==> config.mk <==
export PLATFORM = sky130hd
export DESIGN_NAME = stopwatch_bcd
export DESIGN_NICKNAME = d
export VERILOG_FILES = /design/src/rtl/stopwatch_bcd.sv
export SDC_FILE = /design/constraint.sdc
export NUM_CORES = 1
export LEC_CHECK = 0
export ABC_AREA = 1
export CELL_PAD_IN_SITES_DETAIL_PLACEMENT = 1
export CELL_PAD_IN_SITES_GLOBAL_PLACEMENT = 1
export CORE_UTILIZATION = 35
export CTS_BUF_LIST = sky130_fd_sc_hd__clkbuf_8 sky130_fd_sc_hd__clkbuf_16
export DETAILED_ROUTE_END_ITERATION = 7
export PLACE_DENSITY_LB_ADDON = 0.1
export RECOVER_POWER = 25
export SYNTH_ARGS = -nofsm -noshare
export SYNTH_HDL_FRONTEND = slang
export SYNTH_SLANG_ARGS = --single-unit
==> constraint.sdc <==
create_clock -name clk -period 2.7 [get_ports clk]
set_clock_uncertainty 0.1 [all_clocks]
set_input_delay 0.675 -clock clk [delete_from_list [all_inputs] [get_ports clk]]
set_output_delay 0.675 -clock clk [all_outputs]
set_load 0.03 [all_outputs]
==> src/rtl/stopwatch_bcd.sv <==
// mm:ss BCD stopwatch driven by an externally divided slow clock level.
// slow_clk is synchronized, edge-detected into a one-cycle tick, and counted under start/stop/clear control.
//
// state | meaning
// ------+-----------------------------------------------
// IDLE  | count held at 00:00, waiting for start
// RUN   | counting one second per tick
// PAUSE | count held, start resumes
// ALARM | count frozen at the alarm value, alarm high
module stopwatch_bcd #(
   parameter int SYNC_STAGES = 2,
   parameter int MAX_MINUTES = 59
) (
   input  logic       clk,
   input  logic       rst_n,
   input  logic       slow_clk,
   input  logic       start,
   input  logic       stop,
   input  logic       clear,
   input  logic       alarm_en,
   input  logic [7:0] alarm_mm,
   input  logic [7:0] alarm_ss,
   output logic [7:0] min_bcd,
   output logic [7:0] sec_bcd,
   output logic       tick,
   output logic       running,
   output logic       alarm,
   output logic       overflow
);

   typedef enum logic [1:0] {
      IDLE  = 2'd0,
      RUN   = 2'd1,
      PAUSE = 2'd2,
      ALARM = 2'd3
   } state_t;

   localparam int GW = $clog2(SYNC_STAGES + 2);
   localparam logic [GW-1:0] GUARD_LOAD = GW'(SYNC_STAGES + 1);
   localparam logic [7:0] MAX_MM_BCD = {4'(MAX_MINUTES / 10), 4'(MAX_MINUTES % 10)};

   logic [SYNC_STAGES-1:0] sync;
   logic                   hist;
   logic                   edge_q;
   logic [GW-1:0]          guard_cnt;
   logic                   guard_done;

   state_t     state, state_nxt;
   logic [7:0] min_nxt, sec_nxt;
   logic [7:0] min_inc, sec_inc;
   logic       wrap;
   logic       ovf_nxt;
   logic       alarm_hit;

   // Down-counter masks edge detection until the chain has flushed after reset.
   assign guard_done = (guard_cnt == '0);

   always_ff @(posedge clk or negedge rst_n) begin
      if (!rst_n) begin
         sync      <= '0;
         hist      <= 1'b0;
         edge_q    <= 1'b0;
         tick      <= 1'b0;
         guard_cnt <= GUARD_LOAD;
      end else begin
         sync      <= {sync[SYNC_STAGES-2:0], slow_clk};
         hist      <= sync[SYNC_STAGES-1];
         edge_q    <= sync[SYNC_STAGES-1] & ~hist & guard_done;
         tick      <= edge_q;
         if (!guard_done)
            guard_cnt <= guard_cnt - 1'b1;
      end
   end

   always_comb begin
      sec_inc = sec_bcd;
      min_inc = min_bcd;
      wrap    = 1'b0;
      if (sec_bcd[3:0] != 4'd9) begin
         sec_inc[3:0] = sec_bcd[3:0] + 4'd1;
      end else begin
         sec_inc[3:0] = 4'd0;
         if (sec_bcd[7:4] != 4'd5) begin
            sec_inc[7:4] = sec_bcd[7:4] + 4'd1;
         end else begin
            sec_inc[7:4] = 4'd0;
            if (min_bcd == MAX_MM_BCD) begin
               min_inc = 8'h00;
               wrap    = 1'b1;
            end else if (min_bcd[3:0] != 4'd9) begin
               min_inc[3:0] = min_bcd[3:0] + 4'd1;
            end else begin
               min_inc[3:0] = 4'd0;
               min_inc[7:4] = min_bcd[7:4] + 4'd1;
            end
         end
      end
   end

   // The count only ever holds valid in-range BCD, so malformed alarm values can never compare equal.
   assign alarm_hit = alarm_en && ({min_inc, sec_inc} == {alarm_mm, alarm_ss});

   always_comb begin
      state_nxt = state;
      min_nxt   = min_bcd;
      sec_nxt   = sec_bcd;
      ovf_nxt   = 1'b0;
      case (state)
         IDLE: begin
            if (clear || stop)
               state_nxt = IDLE;
            else if (start)
               state_nxt = RUN;
         end
         RUN: begin
            if (clear) begin
               state_nxt = IDLE;
               min_nxt   = 8'h00;
               sec_nxt   = 8'h00;
            end else if (stop) begin
               state_nxt = PAUSE;
            end else if (edge_q) begin
               min_nxt = min_inc;
               sec_nxt = sec_inc;
               ovf_nxt = wrap;
               if (alarm_hit)
                  state_nxt = ALARM;
            end
         end
         PAUSE, ALARM: begin
            if (clear) begin
               state_nxt = IDLE;
               min_nxt   = 8'h00;
               sec_nxt   = 8'h00;
            end else if (stop) begin
               state_nxt = PAUSE;
            end else if (start) begin
               state_nxt = RUN;
            end
         end
         default: state_nxt = IDLE;
      endcase
   end

   always_ff @(posedge clk or negedge rst_n) begin
      if (!rst_n) begin
         state    <= IDLE;
         min_bcd  <= 8'h00;
         sec_bcd  <= 8'h00;
         overflow <= 1'b0;
         running  <= 1'b0;
         alarm    <= 1'b0;
      end else begin
         state    <= state_nxt;
         min_bcd  <= min_nxt;
         sec_bcd  <= sec_nxt;
         overflow <= ovf_nxt;
         running  <= (state_nxt == RUN);
         alarm    <= (state_nxt == ALARM);
      end
   end

endmodule

---- After elaboration in Yosys (flattened, before gate mapping) ----
Cells that the tools add are included.
word-level totals
  word-level logic and storage cells ...... 72
  output and inout port bits .............. 20
  bits in registers ....................... 28
  bits of input ports ..................... 23
cells by class
  bitwise logic cells ..................... 3
  add/subtract/negate cells ............... 5
  equality and inequality tests ........... 13
  reductions and logical operators ........ 7
  muxes and demuxes ....................... 33
operators by type and width
  cell                   number
  $mux W8                10
  $pmux W8 S2            2
  $mux W4                5
  $add A4 B1 Y4 const B  4
  $eq A16 B16 Y1         1
  $mux W2                8
  $eq A8 B7 Y1 const B   1
  $ne A4 B4 Y1 const B   2
  $mux W1                7
  $eq A2 B2 Y1 const B   3
  $ne A3 B3 Y1 const B   2
  $pmux W2 S3            1
  $eq A2 B1 Y1 const B   2
  $logic_not A2 Y1       2
  $ne A4 B3 Y1 const B   1
  $reduce_and A4 Y1      1
  $and A1 B1 Y1          2
  $ne A2 B2 Y1 const B   1
  $reduce_bool A2 Y1     1
  $reduce_or A2 Y1       1
  $sub A2 B1 Y2 const B  1
  $logic_and A1 B1 Y1    1
  $logic_or A1 B1 Y1     1
  $not A1 Y1             1

---- Logic depth before layout (Yosys ltp) ----
Gate-level depths: netlist of run 1.
  word-level depth ........................ 13
  gate-level depth with buffers ........... 18
  depth with buffers taken out ............ 18

---- Worst setup path before layout of run 1 ----
Ideal clock, no wire load.
  kind .................................... reg-to-reg
  start point ............................. register sec_bcd[0]
  end point ............................... register running
  cell stages (with the launch flop) ...... 18
  setup slack ............................. 435 ps
  path buffers ............................ 1
  period minus slack after synthesis ...... 2265 ps
  setup time .............................. 115 ps
  arrival time ............................ 2050 ps
  data required time ...................... 2485 ps
  path through ............................ dfrtp_1 ha_1 nand2_2 nor2_4 nand2_4 buf_6 nor2_2 nand2_1 nand3_2 nand2_1 nand2_1 nand2_1 nor2_1 nand2_1 nand2_1 nand2_1 nand2_1 nor2_1
between the ends
  word-level cells in the longest chain between the ends .. 10
  elaborated cells on any way between the ends .. 13
  classes of those cells .................. add/sub (1); eq/ne (3); mux (8); reduce/logical (1)
ends and longest elaborated chain
  element                                               line    text
  from (decl)                                           24      output logic [7:0] sec_bcd,
  from (signal assigned)                                156     sec_bcd <= sec_nxt;
  $add A4 B1 Y4 / $ne A4 B4 Y1 (equally long branches)  80, 79
  $mux W4 / $mux W8 (equally long branches)             79      if (sec_bcd[3:0] != 4'd9) begin
  $eq A16 B16 Y1 *                                      101     assign alarm_hit = alarm_en && ({min_inc, sec_inc} == {alarm_mm, alarm_ss});
  $logic_and A1 B1 Y1 *                                 101
  $mux W2 *                                             126     if (alarm_hit)
  $mux W2 *                                             122     end else if (edge_q) begin
  $mux W2 *                                             120     end else if (stop) begin
  $mux W2 *                                             116     if (clear) begin
  $pmux W2 S3 *                                         108     case (state)
  net state_nxt[1]                                      48      state_t state, state_nxt;
  $eq A2 B1 Y1 *                                        158     running <= (state_nxt == RUN);
  to (signal assigned)                                  158
  to (decl)                                             26      output logic running,
Mark *: on every way through the listed nets, which the timed path passes. The rest lies on a longest branch.
A chain may end at the register's enable or synchronous reset.

---- Final worst setup path of run 1 ----
  start point ............................. register sec_bcd[1]
  end point ............................... register alarm
between the ends
  word-level cells in the longest chain between the ends .. 10
  elaborated cells on any way between the ends .. 13
  classes of those cells .................. add/sub (1); eq/ne (3); mux (8); reduce/logical (1)
ends and longest elaborated chain
  element                                               line    text
  $add A4 B1 Y4 / $ne A4 B4 Y1 (equally long branches)  80, 79
  $mux W4 / $mux W8 (equally long branches)             79
  $eq A16 B16 Y1 *                                      101
  $logic_and A1 B1 Y1 *                                 101
  $mux W2 *                                             126
  $mux W2 *                                             122
  $mux W2 *                                             120
  $mux W2 *                                             116
  $pmux W2 S3 *                                         108
  $eq A2 B2 Y1 *                                        159     alarm <= (state_nxt == ALARM);
  to (signal assigned)                                  159
  to (decl)                                             27      output logic alarm,
Mark *: on every way between the ends. The rest lies on a longest branch, timed or not.

==> results of run 1 <==
routing by layer:
layer  vias to the layer above  wire, um  global-route usage, %
met4                         0       123                   8.02
met5                         -         0                      0
li1                        941         -                      -
met2                        29      2660                   38.2
met1                       883      2430                   25.1
met3                        11       114                   2.65
cells by family after synthesis:
kind of cell | after synthesis | synth area share (%)
AO/OA/AOI/OAI | 21 | 6.76
XOR/XNOR | 1 | 0.464
adder cells (fa/ha/maj) | 9 | 5.97
buffers and inverters | 44 | 9.55
flip-flops | 28 | 37.3
AND/OR/NAND/NOR | 157 | 40.0
registers in the layout (all words and copies together), names as in the netlist:
name and count:
sync 2, running 1, alarm 1, edge_q 1, sec_bcd 8, guard_cnt 2
state 2, min_bcd 8, tick 1, hist 1, overflow 1
Yosys cell counts, types with 3 or more instances:
| cell | n | share of area [%] |
|---|---|---|
| o22ai_1 | 13 | 4.3 |
| nand2_2 | 3 | 0.99 |
| nand3_2 | 5 | 2.7 |
| inv_1 | 39 | 7.8 |
| ha_1 | 9 | 6.0 |
| nand4_1 | 8 | 2.7 |
| nor2_2 | 5 | 1.7 |
| nand3b_1 | 3 | 1.2 |
| nand2_1 | 77 | 15 |
| o21ai_0 | 5 | 1.3 |
| nor2_1 | 18 | 3.6 |
| nand3_1 | 31 | 8.2 |
| dfrtp_1 | 26 | 34 |
metrics by stage:
stage	setup WS (ps)	std cells
after floorplan	435	260
after global placement	339	373
after detailed placement	309	373
after CTS	285	377
after global routing	38.0	377
final	342	377
layout by cell type (no fill, tap or decap), types with 2 or more instances in the layout:
master / Yosys / layout
nor2_1: 18 / 18
nand3_1: 31 / 31
buf_4: 0 / 4
nor2_4: 2 / 2
nand3b_1: 3 / 3
nand2_1: 77 / 77
nor2_2: 5 / 5
clkdlybuf4s50_1: 0 / 41
dfrtp_1: 26 / 26
nand2_2: 3 / 3
o21ai_0: 5 / 5
o22ai_1: 13 / 13
nand4_1: 8 / 8
clkbuf_8: 0 / 3
nand3_2: 5 / 5
inv_1: 39 / 39
ha_1: 9 / 9
worst paths after layout:
check                           slack [ps]          to  cells past startpoint       start
worst max-delay path                   340       alarm                     15  sec_bcd[1]
worst min-delay path                   270     sync[1]                      0     sync[0]
worst max register to register         340       alarm                     15  sec_bcd[1]
worst min register to register         270     sync[1]                      0     sync[0]
max in group asynchronous              430    state[0]                      2       rst_n
min in group asynchronous             1140  min_bcd[4]                      2       rst_n
final cells by class:
class | count | area (um2) | share of cell area (%)
timing repair buffer | 47 | 454 | 18.4
clock inverter | 1 | 30.0 | 1.22
inverter | 40 | 150 | 6.08
sequential | 28 | 703 | 28.5
clock buffer | 3 | 41.3 | 1.67
tap | 70 | 87.6 | 3.55
multi-input combinational | 188 | 1000 | 40.6
report_power, final:
group / internal [mW] / leakage (nW) / switching, mW
clock network: 0.199 / 0.0357 / 0.144
registers: 0.430 / 0.373 / 0.0100
logic: 0.0648 / 0.774 / 0.0763
total: 0.694 / 1.18 / 0.230
==> impl_metrics.yaml, run 1 <==
status:
  status: "complete, but fails checks"
  failed_checks: "capacitance limit, slew limit"
logic_synthesis:
  synthArstFlopShare_pct: 100
  yosysSeqAreaShare_pct: 37.3
  syn_area_per_cell_um2: 7.26
  syn-num-nets: 292
  syn-cell-area_um2: 1890
  synthFlopType: "dfrtp_1"
  synth_edf_count: 0
  ys_ff_latch: 28
  netlist_instances: 260
  synth_cell_type_count: 28
  synth_warnings: 0
cells_and_area:
  fin_area_um2: 2470
  fin_util_pct: 48.1
  nNetsFinal: 340
  syn_to_final_growth_pct: 30.9
  drive_gt1_share_pct: 9.45
  num_antenna_cells: 0
  nFillCells: 685
setup_path:
  cp.required_ps: 2810
  path_buf_inv: 2
  critPathMaxStageDelay_ps: 440
  end_kind: "flip-flop"
  path_class: "flip-flop to flip-flop"
  startpoint_type: "flip-flop"
  crit_fanout: 11
  path_cells: "inv_1 > ha_1 > nand3_4 > nor2_2 > buf_4 > nand3_1 > nand3_2 > nor2_1 > nor2_1 > nand2_1 > nor2_2 > nand2_1 > nand2_1 > nand2_1 > a21oi_1"
  critPathArrivalTime_ps: 2460
  crit_family: "simple AND/OR/NAND/NOR gates"
  cp_common_cell: "nand2_1"
  slowest_stage: "dfrtp_1"
die:
  io_pins: 43
  initial_core_util_pct: 36.7
  rows: 26
  dieArea_um2: 5690
  fp.coreArea_um2: 5140
  die_w_um: 75.4
  die_y_um: 75.4
global_routing:
  overflow: 0
  grt_antenna_before_repair: 0
  grt_pass1_wl_mm: 8.87
  grt_max_degree: 29
  grt_util_all_layers_pct: 21.0
  grt_pass1_vias: 1918
power:
  power_per_cell_area_nw_per_um2: 374
  power_leakage_nw: 1.18
  p_total_uw: 924
  ir_worst_vdd_mv: 0.243
clock_network:
  cts_root_buf: "clkbuf_8"
  ctsResizeCount: 0
  cts_max_level: 1
  cts.clk_slew.worst_paths_ps: 100
  hold_buffers: 0
  clock-sinks: 28
  clkLatencyLatePin_ps: 290
  cts_tree: "done"
  postCtsSetupBuffers: 0
  cts_buffer_depth: 2
  cts_buffers: 3
timing:
  tns_ps: 0
  worst_pin_slew_ps: 1600
  drv_slew: 29
  post-route-period-util_pct: 87.3
  period_minus_slack_ps: 2360
  hold_violations: 0
  fin_hold_ws_ps: 267
  setup_violations: 0
  timing.slew.headroom_pct: -6.82
  rsz0062_at_grt: "false"
  max_freq_ghz: 0.424
placement:
  place_congestion: 0.806
  place_area_um2: 2400
  io_buffer_count: 42
  hpwl_mm: 4.16
route:
  vias: 1864
  dr.pass1.iters: 3
  dr.first_iter.drc_count: 38
  ant_nets: 0
  drcViolationCount: 0
  wl_per_cell_um: 14.1
  via_per_inst: 4.94
  totalWireLength_mm: 5.33
worst_hold_path:
  hold_path.class: "flip-flop to flip-flop"
flow_run:
  drv_cap: 1
(Power assumes the default switching activity.)
==> run 2: changes to the inputs <==
SLEW_MARGIN = 20   (was unset)
==> results of run 2 <==
Same layout as run 1: the final DEF is identical, and so are final timing and power.
==> run 3: changes to the inputs <==
ABC_CLOCK_PERIOD_IN_PS = 2800   (was unset)
clock period = 2.8 ns   (was 2.7 ns; I/O delays follow)
==> run 3 against run 2 <==
  * The flow still finishes with violations (capacitance limit, slew limit)
  * Non-clock buffer count decreased by 2
  * Clock power decreased by 4%
  * Worst hold slack improved by 1.7 ps
  * Worst setup slack improved by 32 ps
  * Largest power group unchanged
  * Sequential cell count unchanged
  * Die area unchanged
  * Critical path type unchanged
  * Utilization about the same
  * Sequential power decreased by 3%
  * Final cell count decreased by 0.53%
  * Combinational power decreased by 8%
  * Power decreased by 4.2%
  * First-iteration DRC count increased by 120%
==> impl_metrics.yaml, run 3 (same netlist as run 1, synthesis figures left out) <==
status:
  status: "complete, but fails checks"
  failed_checks: "capacitance limit, slew limit"
placement:
  hpwl_mm: 3.87
  io_buffer_count: 42
  place_area_um2: 2400
  place_congestion: 0.770
timing:
  period_minus_slack_ps: 2430
  post-route-period-util_pct: 86.6
  rsz0062_at_grt: "false"
  drv_slew: 29
  timing.slew.headroom_pct: -3.85
  hold_violations: 0
  max_freq_ghz: 0.412
  tns_ps: 0
  worst_pin_slew_ps: 1560
  setup_violations: 0
clock_network:
  cts_buffers: 3
  postCtsSetupBuffers: 0
  hold_buffers: 0
  cts_buffer_depth: 2
  clkLatencyLatePin_ps: 280
  ctsResizeCount: 0
  cts_tree: "done"
  cts_max_level: 1
  cts.clk_slew.worst_paths_ps: 100
  cts_root_buf: "clkbuf_8"
  clock-sinks: 28
route:
  ant_nets: 0
  wl_per_cell_um: 13.2
  dr.pass1.iters: 4
  via_per_inst: 4.85
  dr.first_iter.drc_count: 83
  totalWireLength_mm: 4.95
  drcViolationCount: 0
  vias: 1818
die:
  die_y_um: 75.4
  rows: 26
  die_w_um: 75.4
  dieArea_um2: 5690
  io_pins: 43
  initial_core_util_pct: 36.7
  fp.coreArea_um2: 5140
cells_and_area:
  nNetsFinal: 338
  top_regs: "min_bcd (8), sec_bcd (8)"
  drive_gt1_share_pct: 8.85
  fin_area_um2: 2470
  layout_common_cells: "nand2_1 (77), clkdlybuf4s50_1 (40), inv_1 (39)"
  nFillCells: 680
  seqCellArea_um2: 703
  syn_to_final_growth_pct: 30.8
  multiInputGateArea_um2: 1000
  num_antenna_cells: 0
  layout_commonest_cell: "nand2_1"
setup_path:
  path_buf_inv: 0
  slowest_stage: "dfrtp_1"
  crit_fanout: 9
  cp_common_cell: "nand2_1"
  startpoint_type: "flip-flop"
  path_cells: "ha_1 > nand2_2 > nor2_4 > nand3_2 > nand2_1 > nand2_1 > nand2_1 > nand2_1 > nor2_1 > nand2_1 > nor2_1 > nand2_1 > nand2_1 > nand2_1 > nand2_1 > nor2_1"
  critPathArrivalTime_ps: 2510
  crit_family: "simple AND/OR/NAND/NOR gates"
  cp.required_ps: 2880
  critPathMaxStageDelay_ps: 520
  path_class: "flip-flop to flip-flop"
  end_kind: "flip-flop"
global_routing:
  grt_util_all_layers_pct: 19.1
  grt_pass1_wl_mm: 8.25
  grt_antenna_before_repair: 0
  grt_max_degree: 29
  grt_pass1_vias: 1815
  overflow: 0
worst_hold_path:
  hold_path.class: "flip-flop to flip-flop"
flow_run:
  drv_cap: 1
power:
  ir_worst_vdd_mv: 0.249
  clockPowerShare_pct: 37.1
  p_total_uw: 885
  power_leakage_nw: 1.18
  pwr-share-seq_pct: 48.2
  power_frac_comb_pct: 14.7
  internal_power_uw: 668
  swShare_pct: 24.6
  power_per_cell_area_nw_per_um2: 359
  p_switching_uw: 217
-- run 3: cell types whose count changed in the layout (fill, tap and decap cells not counted), sizes merged --
| cell | before | now |
|---|---|---|
| buf | 4 | 2 |
| clkdlybuf4s50 | 41 | 40 |
| dlygate4sd3 | 1 | 2 |
-- run 3: path summary, 6_finish.rpt --
check	startpoint	to	slack, ps	cells after the start
min	sync[0]	sync[1]	270	0
max in group asynchronous	rst_n	sec_bcd[2]	480	2
max reg2reg	sec_bcd[0]	running	370	16
max	sec_bcd[0]	running	370	16
min in group asynchronous	rst_n	alarm	1220	2
min reg2reg	sync[0]	sync[1]	270	0
-- run 3: stage by stage --
stage	setup slack, ps	hold slack [ps]	std cells	util, %
2_1_floorplan	535	231	260	-
3_3_place_gp	352	236	371	46.7
3_5_place_dp	319	247	371	46.7
4_1_cts	295	271	375	48.1
5_1_grt	71.5	282	375	48.0
6_report	375	269	375	48.0
-- run 3: final cells by class --
class	count	share of cell area [%]
Clock inverter	1	1.22
Clock buffer	3	1.67
Multi-Input combinational cell	188	40.7
Sequential cell	28	28.5
Tap cell	70	3.55
Inverter	40	6.09
Timing Repair Buffer	45	18.3
-- run 3: power by group through the flow --
| stage | combinational (mW) | sequential (mW) | clock, mW |
|---|---|---|---|
| finish | 0.130 | 0.426 | 0.329 |
| global placement | 0.131 | 0.434 | 0 |
| global route | 0.145 | 0.429 | 0.353 |
| detailed placement | 0.133 | 0.435 | 0 |
| floorplan | 0.0467 | 0.445 | 0 |
| CTS | 0.134 | 0.427 | 0.342 |
-- run 3: per-layer routing --
metal / global-route usage (%) / share of wire, % / vias to the layer above
li1: - / - / 931
met1: 25.3 / 48 / 855
met2: 33.8 / 48 / 28
met3: 1.59 / 2.5 / 4
met4: 4.94 / 0.83 / 0
met5: 0 / 0 / -
